[config.mk]
export PLATFORM = sky130hd
export DESIGN_NAME = freg_wb_arbiter_flat
export DESIGN_NICKNAME = d
export VERILOG_FILES = /design/src/rtl/freg_wb_arbiter_pkg.sv /design/src/rtl/freg_wb_arbiter_if.sv /design/src/rtl/freg_scoreboard.sv /design/src/rtl/freg_wb_arbiter.sv /design/src/flat_wrapper.sv
export SDC_FILE = /design/constraint.sdc
export NUM_CORES = 1
export LEC_CHECK = 0
export ABC_AREA = 1
export BUFFER_PORTS_ARGS = -buffer_cell sky130_fd_sc_hd__buf_2
export CORE_MARGIN = 1.5
export CORE_UTILIZATION = 40
export CTS_CLUSTER_DIAMETER = 30
export CTS_CLUSTER_SIZE = 14
export DETAILED_ROUTE_END_ITERATION = 10
export HOLD_SLACK_MARGIN = 0.1
export PLACE_DENSITY = 0.83
export SLEW_MARGIN = 10
export SYNTH_ARGS = -nofsm -noshare
export SYNTH_HDL_FRONTEND = slang
export SYNTH_SLANG_ARGS = --single-unit
[constraint.sdc]
create_clock -name iCLK -period 2.4 [get_ports iCLK]
set_clock_uncertainty 0.05 [all_clocks]
set_input_delay 0.48 -clock iCLK [delete_from_list [all_inputs] [get_ports iCLK]]
set_output_delay 0.48 -clock iCLK [all_outputs]
set_load 0.01 [all_outputs]
[src/rtl/freg_wb_arbiter_pkg.sv]
// freg_wb_arbiter_pkg: shared constants and types for the FP register
// file write-back arbiter and its scoreboard.
package freg_wb_arbiter_pkg;

   localparam int FWB_NREQ = 3;
   localparam int FREG_AW  = 5;
   localparam int FREG_DW  = 32;

   localparam int FWB_LOAD = 0;
   localparam int FWB_FPU  = 1;
   localparam int FWB_MOVE = 2;

   typedef struct packed {
      logic [FREG_AW-1:0] rd;
      logic [FREG_DW-1:0] data;
   } freg_wr_t;

endpackage

[src/rtl/freg_wb_arbiter_if.sv]
// freg_wb_arbiter_if: requester, issue and register-file-side signals of
// the FP write-back arbiter. slave = arbiter, master = producers/pipeline.
interface freg_wb_arbiter_if
   import freg_wb_arbiter_pkg::*;
#(
   parameter int NREQ = FWB_NREQ,
   parameter int DW   = FREG_DW,
   parameter int AW   = FREG_AW
);

   logic [NREQ-1:0]    iReqValid;
   logic [NREQ*AW-1:0] iReqRd;
   logic [NREQ*DW-1:0] iReqData;
   logic [NREQ-1:0]    oReqReady;
   logic               iIssueValid;
   logic [AW-1:0]      iIssueRd;
   logic               iFlush;
   logic               oRegWrite;
   logic [AW-1:0]      oWriteRegister;
   logic [DW-1:0]      oWriteData;
   logic [2**AW-1:0]   oBusy;

   modport slave (
      input  iReqValid, iReqRd, iReqData,
      input  iIssueValid, iIssueRd, iFlush,
      output oReqReady, oRegWrite,
      output oWriteRegister, oWriteData, oBusy
   );

   modport master (
      output iReqValid, iReqRd, iReqData,
      output iIssueValid, iIssueRd, iFlush,
      input  oReqReady, oRegWrite,
      input  oWriteRegister, oWriteData, oBusy
   );

endinterface

[src/rtl/freg_scoreboard.sv]
// freg_scoreboard: pending-write bit per FP register. Ports: iCLK, iRST
// (async, active-high), set_en/set_rd, clr_en/clr_rd, flush, busy.
module freg_scoreboard
   import freg_wb_arbiter_pkg::*;
#(
   parameter int AW = FREG_AW
) (
   input  logic             iCLK,
   input  logic             iRST,
   input  logic             set_en,
   input  logic [AW-1:0]    set_rd,
   input  logic             clr_en,
   input  logic [AW-1:0]    clr_rd,
   input  logic             flush,
   output logic [2**AW-1:0] busy
);

   logic [2**AW-1:0] busy_nxt;

   // clear first so a same-register set overrides it
   always_comb begin
      busy_nxt = busy;
      if (clr_en)
         busy_nxt[clr_rd] = 1'b0;
      if (set_en)
         busy_nxt[set_rd] = 1'b1;
      if (flush)
         busy_nxt = '0;
   end

   always_ff @(posedge iCLK or posedge iRST) begin
      if (iRST)
         busy <= '0;
      else
         busy <= busy_nxt;
   end

endmodule

[src/rtl/freg_wb_arbiter.sv]
// freg_wb_arbiter: shares the FP register file write port among load,
// FPU and int-move producers; registers the winner one cycle and keeps
// the pending-write scoreboard.
// Ports: iCLK, iRST (async, active-high), bus (freg_wb_arbiter_if.slave).
// Build option FREG_ARB_RR_EN: round-robin instead of fixed priority.
module freg_wb_arbiter
   import freg_wb_arbiter_pkg::*;
#(
   parameter int NREQ = FWB_NREQ,
   parameter int DW   = FREG_DW,
   parameter int AW   = FREG_AW
) (
   input logic                iCLK,
   input logic                iRST,
   freg_wb_arbiter_if.slave   bus
);

   logic [NREQ-1:0] grant;
   logic [NREQ-1:0] ready;
   logic            xfer;
   logic [AW-1:0]   wr_rd;
   logic [DW-1:0]   wr_data;

`ifdef FREG_ARB_RR_EN
   localparam int PW = (NREQ > 1) ? $clog2(NREQ) : 1;

   logic [PW-1:0] ptr;
   logic [PW-1:0] ptr_nxt;
   int            idx;

   // first valid requester at or after ptr, wrapping
   always_comb begin
      grant   = '0;
      ptr_nxt = ptr;
      idx     = 0;
      for (int i = 0; i < NREQ; i++) begin
         idx = (int'(ptr) + i) % NREQ;
         if (grant == '0 && bus.iReqValid[idx]) begin
            grant[idx] = 1'b1;
            ptr_nxt    = PW'((idx + 1) % NREQ);
         end
      end
   end

   always_ff @(posedge iCLK or posedge iRST) begin
      if (iRST)
         ptr <= '0;
      else if (xfer)
         ptr <= ptr_nxt;
   end
`else
   // lowest index wins: load > FPU > int-move
   always_comb begin
      grant = '0;
      for (int i = 0; i < NREQ; i++) begin
         if (grant == '0 && bus.iReqValid[i])
            grant[i] = 1'b1;
      end
   end
`endif

   assign ready         = iRST ? '0 : grant;
   assign bus.oReqReady = ready;
   assign xfer          = |ready;

   always_comb begin
      wr_rd   = '0;
      wr_data = '0;
      for (int i = 0; i < NREQ; i++) begin
         if (ready[i]) begin
            wr_rd   = bus.iReqRd[i*AW +: AW];
            wr_data = bus.iReqData[i*DW +: DW];
         end
      end
   end

   always_ff @(posedge iCLK or posedge iRST) begin
      if (iRST) begin
         bus.oRegWrite      <= 1'b0;
         bus.oWriteRegister <= '0;
         bus.oWriteData     <= '0;
      end else begin
         bus.oRegWrite <= xfer;
         if (xfer) begin
            bus.oWriteRegister <= wr_rd;
            bus.oWriteData     <= wr_data;
         end
      end
   end

   freg_scoreboard #(.AW(AW)) u_sb (
      .iCLK   (iCLK),
      .iRST   (iRST),
      .set_en (bus.iIssueValid),
      .set_rd (bus.iIssueRd),
      .clr_en (xfer),
      .clr_rd (wr_rd),
      .flush  (bus.iFlush),
      .busy   (bus.oBusy)
   );

endmodule

[src/flat_wrapper.sv]
// flat-port wrapper written by rule: the top's interface ports become plain ports
module freg_wb_arbiter_flat import freg_wb_arbiter_pkg::*;
#(
   parameter int NREQ = FWB_NREQ,
   parameter int DW   = FREG_DW,
   parameter int AW   = FREG_AW
)
  (iCLK, iRST, bus_iReqValid, bus_iReqRd, bus_iReqData, bus_iIssueValid, bus_iIssueRd, bus_iFlush, bus_oReqReady, bus_oRegWrite, bus_oWriteRegister, bus_oWriteData, bus_oBusy);
  freg_wb_arbiter_if #(.NREQ(NREQ), .DW(DW), .AW(AW)) bus_i ();
  input logic iCLK;
  input logic iRST;
  input wire logic [$bits(bus_i.iReqValid)-1:0] bus_iReqValid;
  input wire logic [$bits(bus_i.iReqRd)-1:0] bus_iReqRd;
  input wire logic [$bits(bus_i.iReqData)-1:0] bus_iReqData;
  input wire logic [$bits(bus_i.iIssueValid)-1:0] bus_iIssueValid;
  input wire logic [$bits(bus_i.iIssueRd)-1:0] bus_iIssueRd;
  input wire logic [$bits(bus_i.iFlush)-1:0] bus_iFlush;
  output wire logic [$bits(bus_i.oReqReady)-1:0] bus_oReqReady;
  output wire logic [$bits(bus_i.oRegWrite)-1:0] bus_oRegWrite;
  output wire logic [$bits(bus_i.oWriteRegister)-1:0] bus_oWriteRegister;
  output wire logic [$bits(bus_i.oWriteData)-1:0] bus_oWriteData;
  output wire logic [$bits(bus_i.oBusy)-1:0] bus_oBusy;
  assign bus_i.iReqValid = bus_iReqValid;
  assign bus_i.iReqRd = bus_iReqRd;
  assign bus_i.iReqData = bus_iReqData;
  assign bus_i.iIssueValid = bus_iIssueValid;
  assign bus_i.iIssueRd = bus_iIssueRd;
  assign bus_i.iFlush = bus_iFlush;
  assign bus_oReqReady = bus_i.oReqReady;
  assign bus_oRegWrite = bus_i.oRegWrite;
  assign bus_oWriteRegister = bus_i.oWriteRegister;
  assign bus_oWriteData = bus_i.oWriteData;
  assign bus_oBusy = bus_i.oBusy;
  freg_wb_arbiter #(.NREQ(NREQ), .DW(DW), .AW(AW)) u_core (.iCLK(iCLK), .iRST(iRST), .bus(bus_i));
endmodule
==> flow_summary.json <==
{
  "dp_cells": 727,
  "tightestPinTransition_ps": 640,
  "period_minus_slack_ps": 2030,
  "synth.top_cell.area_share_pct": 49.5,
  "ios": 196,
  "drcViolationCount": 0,
  "drt_iter0_markers": 231,
  "clkLatencyLatePin_ps": 320,
  "grt_util_met3_pct": 4.32,
  "diodes": 0,
  "crit_arrival_ps": 1500,
  "rows": 34,
  "met2_usage_pct": 41.3,
  "hp-class": "primary input to asynchronous set/reset pin",
  "final-setup-viol-count": 0,
  "final_antenna_net_count": 0,
  "grt_first_pass_wirelength_mm": 18.7,
  "r2r_start": "u_core.u_sb.busy[4]",
  "cpMaxStageDelayCell": "buf_4",
  "synth_seq_cells": 70,
  "crit_start": "bus_iReqValid[0]",
  "synth_fp_nets": 558,
  "outcome": "completed",
  "die_w_um": 97.1,
  "antenna_found_initial": 0,
  "cp-end-kind": "output pin",
  "power_density_nw_per_um2": 557,
  "use_met1_pct": 31.5,
  "dieArea_um2": 9430,
  "ctsHoldBuffers": 0,
  "path_clk_slew_ps": 80,
  "grt_overflow_total": 0,
  "coreArea_um2": 8640,
  "yosysWarnings": 0,
  "maxCapViolations": 0,
  "grt_start_max_net_pins": 39,
  "irDropWorstVdd_uv": 240,
  "vias_per_cell": 5.29,
  "required_ps": 1870,
  "grt_setup_unrepaired": "no",
  "clock-sinks": 70,
  "initial_core_util_pct": 41.0,
  "drive_gt1_share_pct": 39.3,
  "pre_cts_ws_ps": 378,
  "layout.nets": 753,
  "clock.fmax_mhz": 492,
  "die_y_um": 97.1,
  "syn_to_final_growth_pct": 34.7,
  "grt_usage_pct": 24.4,
  "cp-start-kind": "primary input",
  "relSlewSlack_pct": 57.3,
  "avgSynthCellArea_um2": 8.14,
  "cts_buffers": 9,
  "final_cells": 741,
  "leakage_nw": 2.54,
  "cpMostUsedCell": "buf_2",
  "first_pass_iters": 7,
  "criticalPathCategory": "primary input to output pin",
  "slew_viol_final": 0,
  "synth_cells": 435,
  "h-tree-depth": 3,
  "busiest_layer": "met2",
  "fin_crit_sh_pct": 84.7,
  "dp.final_hpwl_mm": 8.91,
  "root_buffer": "clkbuf_8",
  "synth_area_leader_cell": "dfrtp_1",
  "slowest_delay_ps": 380,
  "path_cells": "buf_2 > inv_2 > nor2_2 > buf_4 > buf_2",
  "wl_mm": 11.4,
  "gp_congestion": 0.961,
  "post_cts_buffers": 0,
  "setup_slack_ps": 368,
  "hold_viol_final": 0,
  "path_max_fanout": 33,
  "clock_path_buffers": 2,
  "vias": 3917,
  "tns_ps": 0,
  "ys_types": 22,
  "synth_seq_area_share_pct": 49.5,
  "cts_tree": "yes",
  "grt_pass1_vias": 3927,
  "post_cts_resized": 0,
  "avgRoutedWirePerCell_um": 15.4,
  "final_common_cell": "buf_2",
  "most-common-layout-cells": "buf_2, nand2_1, dfrtp_1, nand3_1",
  "portBuffers": 195,
  "synthTopCellsByArea": "dfrtp_1, nand2_1, a22oi_1, nand3_1, a21oi_1",
  "syn_area_um2": 3540
}
[report_power, final]
| group | switching, mW | internal (mW) | leakage (nW) |
|---|---|---|---|
| Sequential | 0.0457 | 1.26 | 0.921 |
| Clock | 0.406 | 0.390 | 0.0821 |
| Combinational | 0.331 | 0.217 | 1.54 |
[path summary, 6_finish.rpt]
check / slack [ps] / cells after the start / end
min in group iCLK: 320 / 3 / u_core.bus.oWriteData[4]
worst min register to register: 440 / 1 / u_core.bus.oWriteRegister[2]
worst max register to register: 1630 / 2 / u_core.u_sb.busy[4]
max in group asynchronous: 1620 / 3 / u_core.u_sb.busy[28]
worst max-delay path: 370 / 5 / bus_oReqReady[0]
worst min-delay path: 280 / 3 / u_core.bus.oWriteData[13]
[registers in the layout, summed over array words and instances, names as in the netlist]
signal,flops
u_core.bus.oWriteData,32
u_core.bus.oWriteRegister,5
u_core.bus.oRegWrite,1
u_core.u_sb.busy,32
[layer usage]
layer  wire [um]  part of all wire [%]  vias to the layer above
li1            -                     -                     1847
met1        4710                    41                     1870
met2        5670                    50                      173
met3         748                   6.6                       27
met4         287                   2.5                        0
met5           0                     0                        -
[kinds of logic after synthesis]
| logic type | Yosys count | synth area share, % |
|---|---|---|
| AND/OR/NAND/NOR | 253 | 32.8 |
| AO/OA/AOI/OAI | 77 | 13.2 |
| flip-flops | 70 | 49.5 |
| buffers and inverters | 35 | 4.56 |
[area by class of cell]
cell class / count / area [um^2]
fillers: 803 / 3870
flip-flops and latches: 70 / 1750
multi-input cells: 330 / 1630
repair buffers: 203 / 1040
clock buffers: 12 / 145
well taps: 108 / 135
inverters: 16 / 62.6
clock inverters: 2 / 10.0
[metrics by stage]
stage	instance area [um^2]	power [mW]	util (%)	hold slack [ps]
final	4770	2.65	55.2	283
after CTS	4770	2.68	55.2	283
after global routing	4770	2.79	55.2	309
after global placement	4610	1.86	53.4	412
after detailed placement	4610	1.88	53.4	419
after floorplan	3540	1.61	-	454
[critical path: cells and delay by family]
family	cells	cell delay, ps
buf+inv	4	760
simple gates	1	250
[synthesized netlist by cell type]
library cell    n
o21ai_1        12
nor2_1         11
buf_2           3
nor3_1          9
a21oi_1        32
nor2_4          3
nand2_1       162
nand3_4         3
inv_1          11
nand4_1         5
buf_4           1
clkbuf_1       11
a21o_1          1
buf_6           3
inv_2           5
nor2_2          9
nand3_2         5
a22oi_1        32
dfrtp_1        70
buf_1           1
nand3_1        37
nand2_2         9
(Power assumes the default switching activity.)
